[src/rtl/clock_maker_pkg.sv]
`default_nettype none
// ============================================================================
// Module      : clock_maker_pkg
// Description : Shared constants and helpers for the programmable clock
//               maker: reset defaults (divide-by-5, 2 cycles high), default
//               counter width and the channel-select width function.
// Revision    : 1.0 - initial release
// ============================================================================
package clock_maker_pkg;

    localparam int C_CNT_WIDTH      = 8;
    localparam int C_DEFAULT_PERIOD = 5;
    localparam int C_DEFAULT_HIGH   = 2;

    // Width of a channel select able to address n channels, never below 1.
    function automatic int sel_width(input int n);
        return (n <= 2) ? 1 : $clog2(n);
    endfunction

endpackage : clock_maker_pkg
`default_nettype wire

[src/rtl/divider_channel.sv]
`default_nettype none
// ============================================================================
// Module      : divider_channel
// Description : One programmable clock divider. Holds a phase counter, the
//               active and pending period/high-time registers, and the
//               registered clock and period-tick outputs. Pending settings
//               move to the active set only at a period boundary.
// Ports       : clk, rst          - reference clock, async active-high reset
//               i_enable          - run enable
//               i_load            - write pending period/high this edge
//               i_load_period     - new period D
//               i_load_high       - new high time H
//               i_sync            - restart at phase 0 (running only)
//               o_clk             - divided clock
//               o_tick            - high for the cycle at phase 0
// Revision    : 1.0 - initial release
// ============================================================================
module divider_channel #(
    parameter int CNT_WIDTH      = 8,
    parameter int DEFAULT_PERIOD = 5,
    parameter int DEFAULT_HIGH   = 2
) (
    input  logic                 clk,
    input  logic                 rst,
    input  logic                 i_enable,
    input  logic                 i_load,
    input  logic [CNT_WIDTH-1:0] i_load_period,
    input  logic [CNT_WIDTH-1:0] i_load_high,
    input  logic                 i_sync,
    output logic                 o_clk,
    output logic                 o_tick
);

    localparam logic [CNT_WIDTH-1:0] C_ONE = CNT_WIDTH'(1);
    localparam logic [CNT_WIDTH-1:0] C_TWO = CNT_WIDTH'(2);

    logic [CNT_WIDTH-1:0] r_cnt;
    logic [CNT_WIDTH-1:0] r_per_act;
    logic [CNT_WIDTH-1:0] r_high_act;
    logic [CNT_WIDTH-1:0] r_per_pend;
    logic [CNT_WIDTH-1:0] r_high_pend;
    logic                 r_clk;
    logic                 r_tick;

    logic                 w_running;
    logic                 w_wrap;
    logic [CNT_WIDTH-1:0] w_cnt_next;
    logic                 w_boundary;
    logic [CNT_WIDTH-1:0] w_high_eff;

    // A period of 0 or 1 cannot toggle, so such a channel is parked.
    assign w_running  = i_enable && (r_per_act >= C_TWO);
    assign w_wrap     = (r_cnt == (r_per_act - C_ONE)) || i_sync;
    assign w_cnt_next = w_wrap ? '0 : (r_cnt + C_ONE);
    assign w_boundary = (w_cnt_next == '0);
    // At a boundary the output already follows the high time being loaded,
    // so the first cycle of a new period uses the new duty cycle.
    assign w_high_eff = w_boundary ? r_high_pend : r_high_act;

    always_ff @(posedge clk or posedge rst) begin
        if (rst) begin
            r_cnt       <= CNT_WIDTH'(DEFAULT_PERIOD - 1);
            r_per_act   <= CNT_WIDTH'(DEFAULT_PERIOD);
            r_high_act  <= CNT_WIDTH'(DEFAULT_HIGH);
            r_per_pend  <= CNT_WIDTH'(DEFAULT_PERIOD);
            r_high_pend <= CNT_WIDTH'(DEFAULT_HIGH);
            r_clk       <= 1'b0;
            r_tick      <= 1'b0;
        end else begin
            if (i_load) begin
                r_per_pend  <= i_load_period;
                r_high_pend <= i_load_high;
            end
            // Active registers always take the pre-edge pending values, so a
            // load landing on a boundary edge waits for the following one.
            if (w_running) begin
                r_cnt  <= w_cnt_next;
                r_clk  <= (w_cnt_next < w_high_eff);
                r_tick <= w_boundary;
                if (w_boundary) begin
                    r_per_act  <= r_per_pend;
                    r_high_act <= r_high_pend;
                end
            end else begin
                // Parked at the last phase so the first enabled edge wraps to
                // phase 0 and produces a rising edge with a tick.
                r_cnt      <= r_per_pend - C_ONE;
                r_per_act  <= r_per_pend;
                r_high_act <= r_high_pend;
                r_clk      <= 1'b0;
                r_tick     <= 1'b0;
            end
        end
    end

    assign o_clk  = r_clk;
    assign o_tick = r_tick;

endmodule : divider_channel
`default_nettype wire

[src/rtl/programmable_clock_maker.sv]
`default_nettype none
// ============================================================================
// Module      : programmable_clock_maker
// Description : Bank of CHANNELS independent glitch-free programmable clock
//               dividers from one reference clock. Decodes the load channel
//               select and fans the sync strobe out to every channel.
// Ports       : ref_clock, reset  - reference clock, async active-high reset
//               enable            - per-channel run enable
//               load, load_channel- settings write strobe and target channel
//               load_period/high  - new period and high time
//               sync              - phase-align all running channels
//               clk_out           - divided clocks
//               period_tick       - per-channel phase-0 tick
// Revision    : 1.0 - initial release
// ============================================================================
module programmable_clock_maker
    import clock_maker_pkg::*;
#(
    parameter int CHANNELS       = 4,
    parameter int CNT_WIDTH      = C_CNT_WIDTH,
    parameter int DEFAULT_PERIOD = C_DEFAULT_PERIOD,
    parameter int DEFAULT_HIGH   = C_DEFAULT_HIGH,
    parameter int SEL_WIDTH      = sel_width(CHANNELS)
) (
    input  logic                 ref_clock,
    input  logic                 reset,
    input  logic [CHANNELS-1:0]  enable,
    input  logic                 load,
    input  logic [SEL_WIDTH-1:0] load_channel,
    input  logic [CNT_WIDTH-1:0] load_period,
    input  logic [CNT_WIDTH-1:0] load_high,
    input  logic                 sync,
    output logic [CHANNELS-1:0]  clk_out,
    output logic [CHANNELS-1:0]  period_tick
);

    logic [CHANNELS-1:0] w_load_sel;

    // Select values at or above CHANNELS match no channel and are dropped.
    generate
        for (genvar g = 0; g < CHANNELS; g++) begin : g_channel
            assign w_load_sel[g] = load && (load_channel == SEL_WIDTH'(g));

            divider_channel #(
                .CNT_WIDTH      (CNT_WIDTH),
                .DEFAULT_PERIOD (DEFAULT_PERIOD),
                .DEFAULT_HIGH   (DEFAULT_HIGH)
            ) u_channel (
                .clk           (ref_clock),
                .rst           (reset),
                .i_enable      (enable[g]),
                .i_load        (w_load_sel[g]),
                .i_load_period (load_period),
                .i_load_high   (load_high),
                .i_sync        (sync),
                .o_clk         (clk_out[g]),
                .o_tick        (period_tick[g])
            );
        end
    endgenerate

endmodule : programmable_clock_maker
`default_nettype wire

[config.mk]
export PLATFORM = sky130hd
export DESIGN_NAME = programmable_clock_maker
export DESIGN_NICKNAME = d
export VERILOG_FILES = /design/src/rtl/clock_maker_pkg.sv /design/src/rtl/divider_channel.sv /design/src/rtl/programmable_clock_maker.sv
export SDC_FILE = /design/constraint.sdc
export NUM_CORES = 1
export LEC_CHECK = 0
export CORE_UTILIZATION = 60
export DETAILED_ROUTE_END_ITERATION = 10
export GPL_ROUTABILITY_DRIVEN = 0
export PLACE_DENSITY = 0.78
export SLEW_MARGIN = 20
export SYNTH_ARGS = -nofsm -noshare
export SYNTH_HDL_FRONTEND = slang
export SYNTH_SLANG_ARGS = --single-unit
[constraint.sdc]
create_clock -name ref_clock -period 7.9 [get_ports ref_clock]
set_input_delay 0.79 -clock ref_clock [delete_from_list [all_inputs] [get_ports ref_clock]]
set_output_delay 0.79 -clock ref_clock [all_outputs]
set_load 0.005 [all_outputs]
---- Yosys cells after proc, flatten, opt, wreduce, memory -nomap -nowiden ----
Cells that the tools add are included.
W data, S select, Z words.
operators by class
  muxes and demuxes ....................... 32
  eq/ne operators ......................... 11
  $add $sub $neg .......................... 12
  reductions and logical operators ........ 17
  order comparisons ....................... 8
operators by type and width
  kind                   number
  $mux W8                24
  $sub A8 B1 Y8 const B  8
  $add A8 B1 Y8 const B  4
  $eq A8 B8 Y1           4
  $ge A8 B2 Y1 const B   4
  $logic_not A8 Y1       4
  $lt A8 B8 Y1           4
  $logic_and A1 B1 Y1    8
  $mux W1                8
  $ne A2 B2 Y1 const B   4
  $eq A2 B2 Y1 const B   2
  $logic_or A1 B1 Y1     4
  $eq A2 B1 Y1 const B   1
  $logic_not A2 Y1       1
word-level totals
  register bits after elaboration ......... 168
  output and inout bits ................... 8

---- Longest topological paths before layout ----
  depth in word-level cells ............... 8
  depth in mapped cells ................... 16

---- By module ----
Synthesis repeated with hierarchy kept, for this count alone.
second synthesis, totals
  cell total of the unflattened synthesis .. 918
  area total of the unflattened synthesis .. 10142.2 µm²
modules (own cells, without submodules)
  module                                         cells each  seq. area each (µm²)  area each (µm²)  instances
  divider_channel at g_channel[0].u_channel ...  231         1059.8                2553.7           3
  divider_channel at g_channel[1].u_channel      221         1059.8                2443.6           1
  programmable_clock_maker                       4           0.0                   37.5             1

---- Worst setup path after synthesis ----
No wires, ideal clock.
  path type ............................... flip-flop to flip-flop
  start ................................... reg g_channel[2].u_channel.r_per_act[0]
  end ..................................... reg g_channel[2].u_channel.r_clk
  slack ................................... 4105 ps
  data arrival time ....................... 3712 ps
  path buffers ............................ 3
  stages on the path, launching flop included .. 17
  setup time .............................. 82 ps
  clock period less this slack ............ 3795 ps
  path through ............................ dfstp_2 -> clkbuf_1 -> inv_1 -> ha_1 -> nor3b_1 -> xnor2_1 -> or4_1 -> a211oi_2 -> or2_2 -> clkbuf_1 -> buf_2 -> nor2_1 -> ha_1 -> a21o_1 -> a211o_1 -> a211o_1 -> o22ai_1
between the ends
  longest elaborated chain between the ends .. 8
RTL lines
  what                    RTL line               source
  start, declared         divider_channel.sv:38  logic [CNT_WIDTH-1:0] r_per_act;
  start signal, assigned  divider_channel.sv:63  r_per_act <= CNT_WIDTH'(DEFAULT_PERIOD);
  start signal, assigned  divider_channel.sv:81  r_per_act <= r_per_pend;
  start signal, assigned  divider_channel.sv:88  r_per_act <= r_per_pend;
  $sub A8 B1 Y8           divider_channel.sv:53  assign w_wrap = (r_cnt == (r_per_act - C_ONE)) || i_sync;
  $eq A8 B8 Y1            divider_channel.sv:53
  $logic_or A1 B1 Y1      divider_channel.sv:53
  $mux W8                 divider_channel.sv:54  assign w_cnt_next = w_wrap ? '0 : (r_cnt + C_ONE);
  $logic_not A8 Y1        divider_channel.sv:55  assign w_boundary = (w_cnt_next == '0);
  $mux W8                 divider_channel.sv:58  assign w_high_eff = w_boundary ? r_high_pend : r_high_act;
  $lt A8 B8 Y1            divider_channel.sv:78  r_clk <= (w_cnt_next < w_high_eff);
  $mux W1 *               divider_channel.sv:76  if (w_running) begin
  end signal, assigned    divider_channel.sv:78
  end, declared           divider_channel.sv:42  logic r_clk;
Mark *: on every way between the ends. The rest lies on a longest branch, timed or not.
A chain may end at the register's enable or synchronous reset.

---- Final worst setup path ----
  start ................................... reg g_channel[1].u_channel.r_per_act[1]
  end ..................................... reg g_channel[1].u_channel.r_clk
between the ends
  longest elaborated chain between the ends .. 8
RTL lines
  what                    RTL line
  start, declared         divider_channel.sv:38
  start signal, assigned  divider_channel.sv:63
  start signal, assigned  divider_channel.sv:81
  start signal, assigned  divider_channel.sv:88
  $sub A8 B1 Y8           divider_channel.sv:53
  $eq A8 B8 Y1            divider_channel.sv:53
  $logic_or A1 B1 Y1      divider_channel.sv:53
  $mux W8                 divider_channel.sv:54
  $logic_not A8 Y1        divider_channel.sv:55
  $mux W8                 divider_channel.sv:58
  $lt A8 B8 Y1            divider_channel.sv:78
  $mux W1 *               divider_channel.sv:76
  end signal, assigned    divider_channel.sv:78
  end, declared           divider_channel.sv:42
Marks and branches as above.

==> summary.txt <==
Run status
  – Result of the run: completed

Yosys
  – Share of synthesized registers carrying an async set or reset: 100%
  – Synthesized net count: 959
  – Cells after synthesis: 889
  – Number of enable flip-flop cells after synthesis: 0
  – Number of storage elements in the synthesis netlist: 168
  – Top post-synthesis cells by area: dfrtp_1 (36%), mux2_2 (12%), dfstp_2 (7.5%), ha_1 (5.6%), xnor2_1 (4.9%)
  – Most area-hungry cell type in the Yosys netlist: dfrtp_1
  – Cell area after synthesis: 9830 µm²
  – Sequential share of the synthesized area: 43.1%
  – Number of library cell types mapped by synthesis: 72
  – Warning count from the yosys run: 0
  – Average size of a mapped cell: 11.1 µm²
  – Area fraction of the dominant cell type after synthesis: 35.6%
  – Predominant post-synthesis flop cell: dfrtp_1

Clock network
  – Clk root buf: clkbuf_16
  – Number of gates resized after CTS: 0
  – Hold buffer count at cts: 0
  – TritonCTS clock tree: done
  – Buffer levels on the longest clock path: 2
  – Number of buffers added by the clock tree synthesis step: 17
  – Post-CTS setup buffers: 0
  – Deepest level of the CTS H-tree: 4
  – Clk sinks: 168
  – Worst-path clk slew: 0.06 ns
  – Later-pin clock latency in the skew report: 0.43 ns

Routing
  – Initial drt markers: 467
  – Max layer used: met4
  – Routed length on met2: 10.1 mm
  – Number of detailed-route iterations in the first pass: 5
  – Met1 Wirelength: 9.32 mm
  – DRC Markers: 0
  – Via total after detailed routing: 6750
  – Wire length per cell after detailed routing: 18.3 µm
  – Number of vias per cell after detailed routing: 6.02
  – Length of routed met3 wiring: 818 µm
  – Antenna Violating Nets Remaining: 0
  – Total Routed Length: 20.6 mm

Timing
  – Final cycle utilization of the critical path: 51.6%
  – Number of pins exceeding their max-slew limit in the final report: 0
  – Unrepaired setup endpoints after global routing: no
  – Hold Violations, Final: 0
  – Clock skew after layout: 0.0104 ns
  – Worst slew margin relative to its limit: 36.8%
  – Final number of setup-violating endpoints: 0
  – Shortest clock period the worst path allows after layout: 4.07 ns
  – Worst-margin pin slew: 0.945 ns
  – Highest attainable clock frequency: 246 MHz
  – Fin Setup TNS: 0 ns
  – Worst slack on hold paths: 0.495 ns

Global routing
  – Total congestion overflow: 0
  – First-pass GRT wire length: 33.4 mm
  – Pin count of the biggest net entering global routing: 116
  – Number of global-route vias before repair: 6639
  – All-layer global routing usage: 26.0%
  – Antenna violations before repair: 0

Final layout
  – Fraction of layout instances using a drive strength above 1: 21.5%
  – Relative area change from synthesis to final layout: 10.6%
  – Number of inserted diodes: 0
  – Count of fill cells added during filler insertion: 1195
  – Net count reported at finish: 963
  – Final cell count without fillers: 1122

Die
  – Chip height: 130 µm
  – Die footprint: 16900 µm²
  – Effective utilization at floorplan: 61.7%
  – Core region area: 15900 µm²
  – I/O Pins: 34
  – Rows: 46
  – Die width: 130 µm

Power
  – Sequential Power Share: 42.2%
  – Clock power frac: 28.6%
  – Total leakage power: 0.00462 µW
  – Tot Pwr: 3160 µW
  – Power density over the cells: 290 nW/µm²
  – Worst supply voltage drop on vdd: 0.000202 V
  – Net switching fraction of the power: 32.8%
  – Switching pwr: 1040 µW
  – Combinational fraction of design power: 29.2%
  – Internal power: 2120 µW

Min path
  – Class of the tightest hold or removal check: reg -> reg

Critical path
  – Required time at the endpoint of the critical path: 8.23 ns
  – CP Class: reg -> reg
  – Maximum fanout along the worst path: 14
  – Worst reg2reg setup slack: 3.83 ns
  – Depth of the worst register-to-register path: 15
  – Worst reg2reg path endpoint: g_channel[1].u_channel.o_clk$_DFF_PP0_
  – Arrival time at the worst endpoint: 4.41 ns
  – Setup crit start kind: flip-flop
  – Origin of the worst setup path: g_channel[1].u_channel.r_per_act[1]$_DFFE_PP0P_
  – Critical path endpoint: g_channel[1].u_channel.o_clk$_DFF_PP0_
  – Beginning of the worst register-to-register path: g_channel[1].u_channel.r_per_act[1]$_DFFE_PP0P_
  – Kind of capture point of the worst setup path: flip-flop

Run
  – Max-cap viol count: 0

Placed design
  – Port Buffer Count: 33
  – Instance count after placement with tap cells included: 1090
  – Detailed Place HPWL: 14.3 mm
==> area by class of cell <==
class | instances | area, µm² | share of cell area, %
clock inverter | 10 | 165 | 1.52
inverter | 24 | 97.6 | 0.898
sequential | 168 | 4240 | 39.0
timing repair buffer | 38 | 368 | 3.39
tap | 216 | 270 | 2.49
multi-input combinational | 644 | 5240 | 48.2
clock buffer | 22 | 484 | 4.46
==> metal layers <==
metal  vias up  GRT usage (%)
li1       3197              -
met1      3392           34.7
met2       130           43.3
met3        31           5.37
met4         0           6.50
met5         -              0
==> how the worst min path moves through the flow <==
stage | startpoint | to | slack (ns) | cells past startpoint
2_1_floorplan | g_channel[2].u_channel.r_high_act[6]$_DFF_PP0_ | g_channel[2].u_channel.r_high_act[6]$_DFF_PP0_ | 0.46 | 1
3_3_place_gp | g_channel[2].u_channel.r_high_act[6]$_DFF_PP0_ | g_channel[2].u_channel.r_high_act[6]$_DFF_PP0_ | 0.49 | 1
3_5_place_dp | g_channel[2].u_channel.r_high_act[6]$_DFF_PP0_ | g_channel[2].u_channel.r_high_act[6]$_DFF_PP0_ | 0.48 | 1
4_1_cts | g_channel[2].u_channel.r_high_act[6]$_DFF_PP0_ | g_channel[2].u_channel.r_high_act[6]$_DFF_PP0_ | 0.50 | 1
5_1_grt | g_channel[1].u_channel.r_high_act[2]$_DFF_PP0_ | g_channel[1].u_channel.r_high_act[2]$_DFF_PP0_ | 0.53 | 1
6_report | g_channel[2].u_channel.r_high_act[6]$_DFF_PP0_ | g_channel[2].u_channel.r_high_act[6]$_DFF_PP0_ | 0.50 | 1
==> worst max-delay path: stages, from the launching register on <==
cell and delay, ns:
dfrtp_1 0.42, inv_1 0.10, ha_1 0.19, or3b_1 0.39, or4_4 0.50, a2111oi_4 0.36
o211ai_2 0.17, nand2_1 0.37, nor2_1 0.12, ha_1 0.33, a21oi_1 0.18, nor2b_1 0.06
o21ai_0 0.14, o21ai_0 0.10, or3_1 0.32, a211oi_1 0.21
==> flip-flops by register name, indices dropped and copies added (netlist names) <==
register	count
g_channel.u_channel.r_cnt	32
g_channel.u_channel.r_high_act	32
g_channel.u_channel.r_high_pend	32
g_channel.u_channel.r_per_act	32
g_channel.u_channel.r_per_pend	32
g_channel.u_channel.o_clk	4
g_channel.u_channel.o_tick	4
==> cells in the final DEF (no fill, tap or decap), types with 6 or more instances in the layout <==
cell type,synthesis,routed
dfrtp_1,140,140
mux2_2,105,105
nand2_1,65,65
xnor2_1,55,55
nor2_1,51,51
ha_1,44,44
xor2_1,39,39
mux2i_1,35,35
clkdlybuf4s50_1,0,33
o31ai_1,29,29
dfstp_2,28,28
nor3_1,26,26
inv_1,24,23
o21ai_0,20,20
nand3_1,19,19
clkbuf_16,0,17
nor4_1,10,10
nand4_1,10,10
a211oi_1,8,8
a21o_1,8,8
mux2_4,8,8
nor4b_1,7,7
nor2b_1,7,7
and3_1,7,7
a211o_1,7,7
a21oi_1,6,6
mux2_1,6,6
a31oi_1,6,6
==> synthesized netlist by cell type, types with 8 or more instances <==
cell type    n
buf_2       13
nand4_1     10
nand3_1     19
mux2_2     105
dfrtp_1    140
buf_4        8
nand2_1     65
dfstp_2     28
ha_1        44
xor2_1      39
xnor2_1     55
nor4_1      10
o31ai_1     29
mux2_4       8
o21ai_0     20
nor2_1      51
mux2i_1     35
clkbuf_1    29
a21o_1       8
inv_1       24
a211oi_1     8
nor3_1      26
==> through the flow <==
stage / cell area (µm²) / worst slack, ns / util (%)
after floorplan: 9830 / 2.61 / -
after global placement: 10200 / 3.97 / 64.1
after detailed placement: 10200 / 3.86 / 64.1
after CTS: 10900 / 3.81 / 68.1
after global routing: 10900 / 3.56 / 68.2
final: 10900 / 3.83 / 68.2
==> power by group through the flow <==
stage | clock, µW | sequential, µW | combinational, µW
3_5_place_dp | 0 | 1340 | 908
6_report | 904 | 1330 | 920
2_1_floorplan | 0 | 1220 | 815
5_1_grt | 950 | 1370 | 1020
4_1_cts | 917 | 1330 | 924
3_3_place_gp | 0 | 1340 | 885
==> cell families (layout without fill, tap and decap cells) <==
family	count (synthesis)	in the layout	share of synthesized area, %
AOI/OAI and AO/OA	119	119	9.67
xor gates and xnor gates	94	94	8.38
adders and majority gates	44	44	5.60
buffers and inverters	77	94	3.65
DFF	168	168	43.1
muxes	154	154	17.5
and+or+nand+nor	233	233	12.1
(Power assumes the default switching activity.)
